### config.mk
export PLATFORM = sky130hd
export DESIGN_NAME = instr_encoder_loader_flat
export DESIGN_NICKNAME = d
export VERILOG_FILES = /design/src/rtl/instr_encoder_loader_if.sv /design/src/rtl/instr_encoder_loader.sv /design/src/flat_wrapper.sv
export SDC_FILE = /design/constraint.sdc
export NUM_CORES = 1
export LEC_CHECK = 0
export BUFFER_PORTS_ARGS = -buffer_cell sky130_fd_sc_hd__buf_4
export CAP_MARGIN = 20
export CORE_MARGIN = 4
export CORE_UTILIZATION = 50
export DETAILED_ROUTE_END_ITERATION = 10
export PLACE_DENSITY = 0.86
export RECOVER_POWER = 50
export SYNTH_ARGS = -nofsm -noshare
export SYNTH_HDL_FRONTEND = slang
export SYNTH_SLANG_ARGS = --single-unit
### constraint.sdc
create_clock -name clk -period 2.4 [get_ports clk]
set_clock_uncertainty 0.1 [all_clocks]
set_input_delay 0.36 -clock clk [delete_from_list [all_inputs] [get_ports clk]]
set_output_delay 0.36 -clock clk [all_outputs]
set_load 0.02 [all_outputs]
### src/rtl/instr_encoder_loader_if.sv
// Request channel of the instruction encoder/loader: a symbolic MIPS instruction
// (operation class plus raw fields) carried over a valid/ready handshake.
interface instr_encoder_loader_if;
  logic        in_valid;
  logic        in_ready;
  logic [2:0]  op_sel;
  logic [4:0]  rs;
  logic [4:0]  rt;
  logic [4:0]  rd;
  logic [4:0]  shamt;
  logic [5:0]  funct;
  logic [15:0] imm;
  logic [25:0] target;

  modport master (
    output in_valid, op_sel, rs, rt, rd, shamt, funct, imm, target,
    input  in_ready
  );

  modport slave (
    input  in_valid, op_sel, rs, rt, rd, shamt, funct, imm, target,
    output in_ready
  );
endinterface

### src/rtl/instr_encoder_loader.sv
// Assembles symbolic instruction requests into 32-bit MIPS words and writes them
// sequentially into the instruction-memory write port, one word per two cycles.
module instr_encoder_loader #(
  parameter int ADDR_W    = 8,
  parameter int DEPTH     = 256,
  parameter int BASE_ADDR = 0
) (
  input  logic                  clk,
  input  logic                  reset,
  instr_encoder_loader_if.slave req,
  output logic                  imem_we,
  output logic [ADDR_W-1:0]     imem_addr,
  output logic [31:0]           imem_wdata,
  output logic                  err,
  output logic                  done,
  output logic [ADDR_W:0]       count
);

  typedef enum logic [1:0] {IDLE, WRITE, FULL} state_t;

  localparam logic [2:0] OP_R    = 3'd0;
  localparam logic [2:0] OP_LW   = 3'd1;
  localparam logic [2:0] OP_SW   = 3'd2;
  localparam logic [2:0] OP_BEQ  = 3'd3;
  localparam logic [2:0] OP_J    = 3'd4;
  localparam logic [2:0] OP_ADDI = 3'd5;

  localparam logic [ADDR_W:0]   DEPTH_C = (ADDR_W+1)'(DEPTH);
  localparam logic [ADDR_W:0]   COUNT_1 = (ADDR_W+1)'(1);
  localparam logic [ADDR_W-1:0] BASE_C  = ADDR_W'(BASE_ADDR);
  localparam logic [ADDR_W-1:0] ADDR_1  = ADDR_W'(1);

  state_t state, state_next;
  logic   handshake;
  logic   op_ok;

  function automatic logic [31:0] encode(
    input logic [2:0]  op,
    input logic [4:0]  f_rs,
    input logic [4:0]  f_rt,
    input logic [4:0]  f_rd,
    input logic [4:0]  f_shamt,
    input logic [5:0]  f_funct,
    input logic [15:0] f_imm,
    input logic [25:0] f_target
  );
    logic [31:0] word;
    word = '0;
    case (op)
      OP_R:    word = {6'b000000, f_rs, f_rt, f_rd, f_shamt, f_funct};
      OP_LW:   word = {6'b100011, f_rs, f_rt, f_imm};
      OP_SW:   word = {6'b101011, f_rs, f_rt, f_imm};
      OP_BEQ:  word = {6'b000100, f_rs, f_rt, f_imm};
      OP_J:    word = {6'b000010, f_target};
      OP_ADDI: word = {6'b001000, f_rs, f_rt, f_imm};
      default: word = '0;
    endcase
    return word;
  endfunction

  // Status outputs are pure decodes of the state register, so in_ready never
  // depends on in_valid and nothing from the request reaches imem_* unregistered.
  assign req.in_ready = (state == IDLE);
  assign imem_we      = (state == WRITE);
  assign done         = (state == FULL);

  assign handshake = req.in_valid & req.in_ready;
  assign op_ok     = (req.op_sel <= OP_ADDI);

  // NOTE: every combinational output gets a default before the case so that no
  // path leaves it unassigned, which would otherwise infer a latch.
  always_comb begin
    state_next = state;
    case (state)
      IDLE:    if (handshake && op_ok) state_next = WRITE;
      WRITE:   state_next = ((count + COUNT_1) == DEPTH_C) ? FULL : IDLE;
      FULL:    state_next = FULL;
      default: state_next = IDLE;
    endcase
  end

  // NOTE: sequential state uses non-blocking assignments so every register
  // samples pre-edge values regardless of statement order.
  always_ff @(posedge clk) begin
    if (reset) begin
      state      <= IDLE;
      imem_addr  <= BASE_C;
      imem_wdata <= '0;
      err        <= 1'b0;
      count      <= '0;
    end else begin
      state <= state_next;
      err   <= handshake && !op_ok;
      if (handshake && op_ok) begin
        imem_wdata <= encode(req.op_sel, req.rs, req.rt, req.rd, req.shamt,
                             req.funct, req.imm, req.target);
      end
      // Address wraps naturally at 2**ADDR_W when BASE_ADDR + DEPTH overruns it.
      if (state == WRITE) begin
        imem_addr <= imem_addr + ADDR_1;
        count     <= count + COUNT_1;
      end
    end
  end

endmodule

### src/flat_wrapper.sv
// flat-port wrapper written by rule: the top's interface ports become plain ports
module instr_encoder_loader_flat 
#(
  parameter int ADDR_W    = 8,
  parameter int DEPTH     = 256,
  parameter int BASE_ADDR = 0
)
  (clk, reset, imem_we, imem_addr, imem_wdata, err, done, count, req_in_valid, req_op_sel, req_rs, req_rt, req_rd, req_shamt, req_funct, req_imm, req_target, req_in_ready);
  instr_encoder_loader_if req_i ();
  input  logic clk;
  input  logic reset;
  output logic imem_we;
  output logic [ADDR_W-1:0] imem_addr;
  output logic [31:0] imem_wdata;
  output logic err;
  output logic done;
  output logic [ADDR_W:0] count;
  input wire logic [$bits(req_i.in_valid)-1:0] req_in_valid;
  input wire logic [$bits(req_i.op_sel)-1:0] req_op_sel;
  input wire logic [$bits(req_i.rs)-1:0] req_rs;
  input wire logic [$bits(req_i.rt)-1:0] req_rt;
  input wire logic [$bits(req_i.rd)-1:0] req_rd;
  input wire logic [$bits(req_i.shamt)-1:0] req_shamt;
  input wire logic [$bits(req_i.funct)-1:0] req_funct;
  input wire logic [$bits(req_i.imm)-1:0] req_imm;
  input wire logic [$bits(req_i.target)-1:0] req_target;
  output wire logic [$bits(req_i.in_ready)-1:0] req_in_ready;
  assign req_i.in_valid = req_in_valid;
  assign req_i.op_sel = req_op_sel;
  assign req_i.rs = req_rs;
  assign req_i.rt = req_rt;
  assign req_i.rd = req_rd;
  assign req_i.shamt = req_shamt;
  assign req_i.funct = req_funct;
  assign req_i.imm = req_imm;
  assign req_i.target = req_target;
  assign req_in_ready = req_i.in_ready;
  instr_encoder_loader #(.ADDR_W(ADDR_W), .DEPTH(DEPTH), .BASE_ADDR(BASE_ADDR)) u_core (.clk(clk), .reset(reset), .req(req_i), .imem_we(imem_we), .imem_addr(imem_addr), .imem_wdata(imem_wdata), .err(err), .done(done), .count(count));
endmodule
==> results of run 1 <==
==> synthesized netlist by cell type (6+ instances only) <==
master,instances,share of area (%)
a21oi_1,17,3.2
a221oi_1,15,5.0
a22o_1,10,3.3
buf_2,7,1.3
clkbuf_1,20,2.9
dfxtp_1,50,38
mux2i_1,16,6.1
nand2_1,40,5.7
nand4_1,7,1.7
nor2_1,37,5.3
nor3_1,20,3.8
o21ai_0,31,5.9
xnor2_1,6,2.0
xor2_1,11,3.7
==> cell families after synthesis <==
logic type	share of synthesized area, %
xor+xnor	5.67
buf+inv	5.91
mux	6.10
simple gates	21.4
flops	38.1
compound gates	21.2
other cells	0.143
fa+ha+maj	1.43
==> critical path, cell delays in order, from the launching register on <==
cell and delay, ns:
dfxtp_1 0.35, nand2b_1 0.28, inv_1 0.40, buf_4 0.23
==> state kept, by name, summed over array words and instances, names as in the netlist <==
register / count
u_core.err: 1
u_core.imem_wdata: 30
u_core.imem_addr: 8
u_core.state: 2
u_core.count: 9
==> power by group through the flow <==
stage,Combinational (mW),Sequential (mW),Clock (mW)
floorplan,0.187,0.961,0
global placement,0.415,0.915,0
detailed placement,0.422,0.917,0
CTS,0.423,0.898,0.618
global route,0.425,0.903,0.662
finish,0.387,0.897,0.608
==> metal layers <==
| layer | track usage (%) | vias to the layer above | part of all wire (%) |
|---|---|---|---|
| li1 | - | 1367 | - |
| met1 | 25.3 | 1310 | 39 |
| met2 | 41.5 | 122 | 51 |
| met3 | 6.73 | 10 | 8.7 |
| met4 | 5.57 | 0 | 1.3 |
| met5 | 0 | - | 0 |
==> final cells by class <==
cell class              count  area share [%]
clock buffers               5            2.00
inverters                   3           0.327
well taps                  70            2.54
flip-flops and latches     50            29.0
clock inverters             3            1.31
multi-input cells         245            42.6
repair buffers            126            22.2
==> cells in the final DEF (no fill, tap or decap), types with 2 or more instances in the layout <==
cell type	instances
a22oi_1	2
nor3b_1	2
nand4_1	7
xnor2_1	6
mux2i_1	16
nand3_1	2
a21oi_1	17
and3_1	5
a22o_1	10
nor3_1	20
dfxtp_1	50
clkbuf_1	48
buf_4	78
nor2_1	37
or3_1	2
nand2b_1	2
nand2_1	40
o21ai_0	31
ha_1	3
xor2_1	11
nor2b_1	3
inv_1	3
clkbuf_8	5
clkinvlp_4	2
a221oi_1	15
==> how the worst min path moves through the flow <==
| stage | end | startpoint | slack, ns |
|---|---|---|---|
| after floorplan | u_core.imem_wdata[27] | u_core.imem_wdata[27] | 0.43 |
| after global placement | u_core.imem_wdata[1] | u_core.imem_wdata[1] | 0.34 |
| after detailed placement | u_core.imem_wdata[2] | u_core.imem_wdata[2] | 0.35 |
| after CTS | u_core.imem_wdata[17] | req_rt[1] | 0.27 |
| after global routing | u_core.imem_wdata[19] | req_rt[3] | 0.27 |
| final | u_core.imem_wdata[20] | req_rt[4] | 0.26 |
==> impl_results.md, run 1 <==
- Clock power share: between 30% and 40%
- RePlAce Congestion: approximately 0.84
- Seq/Total Area, Yosys: approximately two fifths
- Yosys reg bits: 50
- Final worst setup slack: around 0.38 ns
- Final Max Tran Viols: 0
- DP Worst Slack: around 0.44 ns
- 1st-iter DRT viols: between 100 and 150
- WHS: 0.263 ns
- Run status: completed
- Post-DRT Antenna Nets: 0
- Bufs on Longest Clock Path: 2
- CP Class: reg -> out
- Final core occ: between 60% and 70%
- Vias in the first global route: 2,606
- Overall routing resource usage: between 20 and 25%
- Post-Place Cells: 494
- First-pass GRT wire length: 11,600 microns
- Hpwl dp: 5400 microns
- PD cells: ~550 nW/um^2
- IO buf count: between 100 and 150
- Reg area: between 1000 and 1500 sq um
- Internal power: approximately 1.3 mW
- Switch share: between 20 and 30%
- Max FO, Critical Path: 14
- Htree depth: 2
- Worst Path Arrival: 1.56 ns
- CTS tree: yes
- Cell area after layout: approximately 3400 sq um
- Area after DPL: around 3500 sq um
- Crit path to: imem_we
- Number of vias per cell: roughly 5.6
- Hold path cells: 3
- Fin. Hold Viols: 0
- Inserted Diodes: 0
- MaxCap Viol Count: 0
- Synth warnings: 0
- # hold bufs at CTS: 0
- Comb pwr share: approximately 21%
- Fmax: 494 MHz
- Worst reg2reg path endpoint: u_core.imem_wdata[22]
- Core box area: slightly above 5000 sq um
- Hold WC Path Type: in -> reg
- Syn avg cell area: 7.98 sq um
- Post-CTS Setup Repair Bufs: 0
- Peak supply drop: roughly 0.3 mV
- Largest net degree at the start of global routing: between 50 and 60
- Critical path launch point type: flop
- Layout Cells excl Fill: roughly 500
- Final worst path period share: between 80% and 90%
- # setup viols final: 0
- TritonCTS Buffers: 5
- Area grow syn2layout: 31.3%
- Reg clk slew, reported paths: 0.10 ns
- Via count: approximately 2,800
- Post-CTS sizing: 0
- Congestion Overflow GR: 0
- Worst Setup SP: u_core.state[1]
- Die X-Extent: 80.5 microns
- Slew HR: roughly half
- Req. time, crit path: between 1.5 and 2 ns
- DRT Wirelength: 7320 microns
- Clock sink count: 50
- Pleak: about 1.4 nW
- Syn Nets: a little over 400
- Antenna violations before repair: 0
- Post-Syn Area: 2630 sq um
- Layout cell share with drive strength beyond 1: approximately a fifth
- Reg2reg start: u_core.state[0]
- DR DRC count: 0
- Ys flop type: dfxtp_1
- Final Critical Period: roughly 2 ns
- Tot Pwr: around 1.9 mW
- CP Capture Type: primary output
- # IOs: ~130
- Die Span Y: approximately 80 microns
- CTS Root Cell: clkbuf_8
- WL per Instance: about 15 microns
- Fraction of registers with async set/reset: 0%
- Initial Util: between 50% and 60%
- Post-synthesis cell type count: 39
- Sequential Power Share: a little under half
- Setup TNS: 0 ns
- # rows: 26
- Reg2Reg Depth: 4
- Multi-input logic area: 1470 sq um
- Worst slew pin tran: ~0.73 ns
- Post-synth EDFFs: 0
- Cells after synthesis: approximately 330
- DRT Pass-1 Iters: 4
- RSZ-0062 raised after global routing: no
- Switching power: roughly 0.55 mW
- Clock Latency Late Sink: 0.31 ns
- Die ar.: around 6500 sq um
- Nets: ~500
- R2R Setup Slk: roughly 0.46 ns
- FILL cells: 500
No activity file was read; power rests on OpenSTA's default activity.
==> run 2, diff against run 1 <==
Settings changed: CORE_UTILIZATION 50 to 46, PLACE_DENSITY 0.86 to 0.8.
Clock period 2.4 ns to 2 ns, I/O delays scaled along.
==> run 2 against run 1 <==
  * Global-route usage fell by 2.0 points
  * Power rose by 13%
  * Final cell count rose by 1.0%
  * Design area rose by 0.65%
  * Worst hold slack got worse by 0.051 ns
  * Largest power group unchanged
==> impl_results.md, run 2 (synthesized netlist as in run 1, its figures left out) <==
- Run status: completed
- IO buf count: 125 (unchanged)
- Most frequent cells in the layout: buf_4 (82), dfxtp_1 (50), clkbuf_1 (47)
- RePlAce Congestion: 0.864 (+3.3%)
- Largest registers: u_core.imem_wdata (30), u_core.count (9), u_core.imem_addr (8)
- 1st-iter DRT viols: 120 (unchanged)
- Critical path launch point type: flop
- Number of vias per cell: 5.44 (-2.7%)
- DRT Pass-1 Iters: 5 (+1)
- # hold bufs at CTS: 0 (unchanged)
- Htree depth: 2 (unchanged)
- Initial Util: 47.7% (-3.7 points)
- Final worst path period share: between 90% and 100%
- DRT Wirelength: 7460 microns (+1.9%)
- Vias in the first global route: 2,664 (+2.2%)
- Post-DRT Antenna Nets: 0 (unchanged)
- # setup viols final: 0 (unchanged)
- Die X-Extent: 83.6 microns (+3.8%)
- Post-CTS sizing: 0 (unchanged)
- Die ar.: 6980 sq um (+7.8%)
- Final Max Tran Viols: 0 (unchanged)
- Clock Latency Late Sink: 0.30 ns (about the same)
- # rows: 27 (+3.8%)
- Slew HR: 52.2% (+0.91 points)
- Area grow syn2layout: 32.1%
- Bufs on Longest Clock Path: 2 (unchanged)
- Post-CTS Setup Repair Bufs: 0 (unchanged)
- Setup TNS: 0 ns (unchanged)
- Pleak: 1.45 nW (+1.7%)
- CTS Root Cell: clkbuf_8
- First-pass GRT wire length: 12,000 microns (+3.1%)
- RSZ-0062 raised after global routing: no
- CP Class: reg -> out
- Hold WC Path Type: in -> reg
- Die Span Y: 83.6 microns (+3.8%)
- Area after DPL: 3570 sq um (+1.5%)
- DR DRC count: 0 (unchanged)
- Req. time, crit path: 1.60 ns (-0.34 ns)
- Most flop-heavy register: u_core.imem_wdata
- Commonest non-fill, non-tap cell in the layout: buf_4
- Via count: 2,759 (-1.8%)
- MaxCap Viol Count: 0 (unchanged)
- Nets: 513 (+0.98%)
- Reg clk slew, reported paths: 0.09 ns (about the same)
- Worst slew pin tran: 0.716 ns (-0.0135 ns)
- Largest register FFs: 30 (unchanged)
- Inserted Diodes: 0 (unchanged)
- Fin. Hold Viols: 0 (unchanged)
- # IOs: 127 (unchanged)
- Cell area after layout: 3470 sq um (+0.65%)
- Congestion Overflow GR: 0 (unchanged)
- Fmax: between 500 and 600 MHz
- Hpwl dp: 5520 microns (+2.2%)
- PD cells: 615 nW/um^2 (+12%)
- CTS tree: yes
- Overall routing resource usage: 20.7% (-2.0 points)
- TritonCTS Buffers: 5 (unchanged)
- Largest net degree at the start of global routing: 52 (unchanged)
- Peak supply drop: 0.280 mV (-8.2%)
- WL per Instance: 14.7 microns (+0.92%)
- CP Capture Type: primary output
- Layout cell share with drive strength beyond 1: 21.4% (+0.78 points)
- WHS: 0.213 ns (-0.0505 ns)
- Clock sink count: 50 (unchanged)
- Max FO, Critical Path: 14 (unchanged)
- Worst Path Arrival: 1.41 ns (-0.15 ns)
- Antenna violations before repair: 0 (unchanged)
- Core box area: 5510 sq um (+7.8%)
- Final Critical Period: about 1.8 ns
[run 2: path summary, 6_finish.rpt]
kind / startpoint / slack (ns) / cells past startpoint / end
hold / removal: req_rs[0] / 0.21 / 3 / u_core.imem_wdata[21]
setup reg to reg: u_core.count[0] / 0.34 / 5 / u_core.count[8]
setup / recovery: u_core.state[1] / 0.19 / 3 / imem_we
hold reg to reg: u_core.imem_wdata[6] / 0.36 / 2 / u_core.imem_wdata[6]
[run 2: stage by stage]
step	power [mW]	cells	util (%)	setup WS, ns
after detailed placement	1.62	501	64.8	0.196
after CTS	2.19	507	66.3	0.180
after global routing	2.23	507	63.0	0.0758
after global placement	1.61	501	64.8	0.228
after floorplan	1.38	329	-	0.390
final	2.13	507	63.0	0.190
[run 2: layer usage]
layer / part of all wire (%) / global-route usage (%) / vias to the layer above
met5: 0 / 0 / -
met4: 3.0 / 9.50 / 0
met3: 8.4 / 7.31 / 19
met2: 49 / 36.4 / 110
met1: 39 / 22.0 / 1262
li1: - / - / 1368
[run 2: final cells by class]
class / count / area [sq um]
fill: 499 / 2040
timing repair buffer: 131 / 817
multi-input combinational: 245 / 1470
inverter: 3 / 11.3
tap: 72 / 90.1
sequential: 50 / 1000
clock buffer: 6 / 82.6
[run 2: critical path, cell delays in order, from the launching register on]
cell      delay, ns
dfxtp_1        0.35
nand2b_1       0.17
inv_1          0.36
buf_4          0.23
[run 2: report_power, final]
part	total, mW	internal [mW]	leakage (nW)	switching (mW)
Clock	0.580	0.267	0.0431	0.313
Combinational	0.477	0.211	0.994	0.266
Sequential	1.08	1.04	0.408	0.0316
Total	2.13	1.52	1.45	0.611
==> run 3, diff against run 2 <==
Settings changed: ABC_AREA set to 1, CORE_UTILIZATION 46 to 45.
==> run 3 against run 2 <==
  * Sequential power is essentially flat
  * Die area is 6.6% lower
  * Wire length down 6.8%
  * Design area fell by 5.7%
  * Combinational power shrank 0.8%
  * First-iteration DRC count is 22% lower
  * Synthesized area down 9.3%
  * Setup slack better by 0.13 ns
  * Sequential share of layout area up 1.7 points
  * Highest routed layer unchanged
==> impl_results.md, run 3 <==
- Run status: completed
- Antenna violations before repair: 0 (unchanged)
- Internal power: 1.53 mW (+0.75%)
- Largest registers: u_core.imem_wdata (30), u_core.count (9), u_core.imem_addr (8)
- Top post-synthesis cells by area: dfxtp_1 (42%), nand2_1 (12%), o21ai_0 (8.0%)
- CP max stage delay: 0.36 ns (about the same)
- Worst Setup SP: u_core.state[0]
- Via count: 2,669 (-3.3%)
- Slew HR: 56.8% (+4.7 points)
- Core box area: 5110 sq um (-7.2%)
- Post-Syn Area: 2380 sq um (-9.3%)
- Final worst path period share: 84.0% (-6.6 points)
- Hold path cells: 3 (unchanged)
- Fin. Hold Viols: 0 (unchanged)
- Syn Nets: 410 (+0.99%)
- Clock Latency Late Sink: 0.30 ns (about the same)
- DR DRC count: 0 (unchanged)
- Comb pwr share: 21.6% (-0.8 points)
- Post-CTS sizing: 0 (unchanged)
- Most common cell in the netlist: nand2_1
- Number of vias per cell: 5.10 (-6.2%)
- DRT Pass-1 Iters: 4 (-1)
- Htree depth: 2 (unchanged)
- Largest net degree at the start of global routing: 32 (-38%)
- Seq/Total Area, Yosys: 42.0% (+3.9 points)
- Reg2reg start: u_core.state[1]
- Pleak: 1.42 nW (-1.8%)
- Ys flop type: dfxtp_1
- Area grow syn2layout: 37.4%
- Switch share: 29.8% (+1.2 points)
- Yosys reg bits: 50 (unchanged)
- Hold WC Path Type: in -> reg
- Critical-path cell list: inv_1, nor2_1, buf_4, buf_4
- Die Span Y: 80.8 microns (-3.4%)
- Sequential Power Share: 50.6% (+0.2 points)
- Overall routing resource usage: 21.5% (+0.81 points)
- RePlAce Congestion: 0.797 (-7.8%)
- Initial Util: 46.6% (-1.0 points)
- Die X-Extent: 80.8 microns (-3.4%)
- Post-synth EDFFs: 0 (unchanged)
- Clock power share: 27.8% (+0.6 points)
- Layout cell share with drive strength beyond 1: 22.7% (+1.4 points)
- Syn avg cell area: 7.15 sq um (-10%)
- Fmax: 596 MHz (+7.8%)
- Req. time, crit path: 1.60 ns (about the same)
- # hold bufs at CTS: 0 (unchanged)
- Peak supply drop: 0.330 mV (+18%)
- Layout Cells excl Fill: 523 (+3.2%)
- Top delay family on crit path: buffers and inverters
- Die ar.: 6520 sq um (-6.6%)
- # rows: 26 (-3.7%)
- Nets: 529 (+3.1%)
- Commonest non-fill, non-tap cell in the layout: buf_4
- RSZ-0062 raised after global routing: no
- Multi-input logic area: 1160 sq um (-21%)
- FILL cells: 541 (+8.4%)
- CTS Root Cell: clkbuf_8
- # setup viols final: 0 (unchanged)
- Commonest cells in the synthesized netlist: nand2_1 (73), dfxtp_1 (50), o21ai_0 (38)
- WL per Instance: 13.3 microns (-9.6%)
- Clock sink count: 50 (unchanged)
- Post-Place Cells: 515 (+2.8%)
- Worst Path Arrival: 1.28 ns (-0.13 ns)
- Most frequent cells in the layout: buf_4 (86), nand2_1 (73), dfxtp_1 (50)
- Bufs on Longest Clock Path: 2 (unchanged)
- 1st-iter DRT viols: 94 (-22%)
- Synth warnings: 0 (unchanged)
- Final Critical Period: 1.68 ns (-0.131 ns)
- Buf+Inv Stages, Crit Path: 3 (+1)
- CP Class: reg -> out
- PD cells: 668 nW/um^2 (+8.6%)
- Fraction of registers with async set/reset: 0% (unchanged)
- Cells after synthesis: 333 (+1.2%)
- Reg2Reg Depth: 6 (+1)
- Synth area leader: dfxtp_1
- Reg area: 1000 sq um (unchanged)
- Setup TNS: 0 ns (unchanged)
- Congestion Overflow GR: 0 (unchanged)
- Hpwl dp: 5290 microns (-4.1%)
- Hold Path Origin: req_target[17]
- Worst slew pin tran: 0.647 ns (-0.0684 ns)
- Levels on crit path: 4 (+1)
- # IOs: 127 (unchanged)
- Post-synthesis cell type count: 30 (-23%)
- CP Capture Type: primary output
- MaxCap Viol Count: 0 (unchanged)
- Largest register FFs: 30 (unchanged)
- Final Max Tran Viols: 0 (unchanged)
- CTS tree: yes
- Vias in the first global route: 2,617 (-1.8%)
- Max FO, Critical Path: 13 (-1)
- Post-CTS Setup Repair Bufs: 0 (unchanged)
- Crit-path most repeated cell: buf_4
- First-pass GRT wire length: 11,100 microns (-7.7%)
- Most flop-heavy register: u_core.imem_wdata
- Switching power: 0.652 mW (+6.7%)
- TritonCTS Buffers: 5 (unchanged)
- Inserted Diodes: 0 (unchanged)
- Top cell type's share of synthesized area: 42.0% (+3.9 points)
- Slowest cell on crit path: dfxtp_1
- IO buf count: 125 (unchanged)
- Post-DRT Antenna Nets: 0 (unchanged)
- Critical path launch point type: flop
- DRT Wirelength: 6960 microns (-6.8%)
- Reg clk slew, reported paths: 0.09 ns (about the same)
==> run 3: changes by cell type in the layout (fill, tap and decap cells not counted), sizes merged, moves of 10 or more <==
cell | before | now
a21oi | 18 | 32
inv | 3 | 30
nor3 | 20 | 2
xor2 | 11 | 1
mux2i | 16 | 0
nand2 | 40 | 74
a31oi | 0 | 16
a22o | 10 | 0
==> run 3: path summary, 6_finish.rpt <==
| path | endpoint | slack [ns] |
|---|---|---|
| setup / recovery | imem_we | 0.32 |
| hold / removal | u_core.imem_wdata[17] | 0.14 |
| setup reg to reg | u_core.imem_wdata[25] | 0.39 |
| hold reg to reg | u_core.imem_wdata[29] | 0.37 |
==> run 3: power groups by stage <==
| stage | logic, mW | clock network (mW) | registers, mW |
|---|---|---|---|
| after CTS | 0.526 | 0.627 | 1.11 |
| final | 0.473 | 0.607 | 1.11 |
| after global routing | 0.524 | 0.652 | 1.11 |
| after floorplan | 0.191 | 0 | 1.20 |
| after detailed placement | 0.525 | 0 | 1.13 |
| after global placement | 0.519 | 0 | 1.13 |
==> run 3: cell families (layout without fill, tap and decap cells) <==
logic type	after synthesis	count (layout)	synth area share, %
AOI/OAI and AO/OA	102	102	24.8
adders and majority gates	3	3	1.58
and+or+nand+nor	126	126	22.1
xor gates and xnor gates	2	2	0.735
other	1	1	0.157
DFF	50	50	42.0
buffers and inverters	49	169	8.56
==> run 3: area by class of cell <==
type | count | area share [%]
Multi-Input combinational cell | 234 | 35.5
Sequential cell | 50 | 30.6
Timing Repair Buffer | 131 | 24.9
Inverter | 30 | 3.44
Tap cell | 70 | 2.68
Clock buffer | 6 | 2.52
Clock inverter | 2 | 0.382
==> run 3: metrics by stage <==
step	power, mW	utilization, %	instance area [sq um]	worst slack [ns]	hold WS [ns]
floorplan	1.39	-	2380	0.444	0.339
global placement	1.65	65.8	3360	0.464	0.353
detailed placement	1.65	65.8	3360	0.418	0.357
CTS	2.26	67.7	3460	0.326	0.130
global route	2.29	64.1	3270	0.169	0.149
finish	2.19	64.1	3270	0.321	0.136
==> run 3: tightest hold or removal path, delay by kind of cell <==
family	cells	cell delay, ns
simple gates	1	0.07
compound gates	1	0.05
buf+inv	1	0.08
==> run 3: per-layer routing <==
layer	vias to the layer above	GRT usage (%)	part of all wire, %
met3	14	7.87	11
li1	1360	-	-
met4	0	7.60	2.1
met2	104	38.6	49
met1	1191	23.1	37
met5	-	0	0
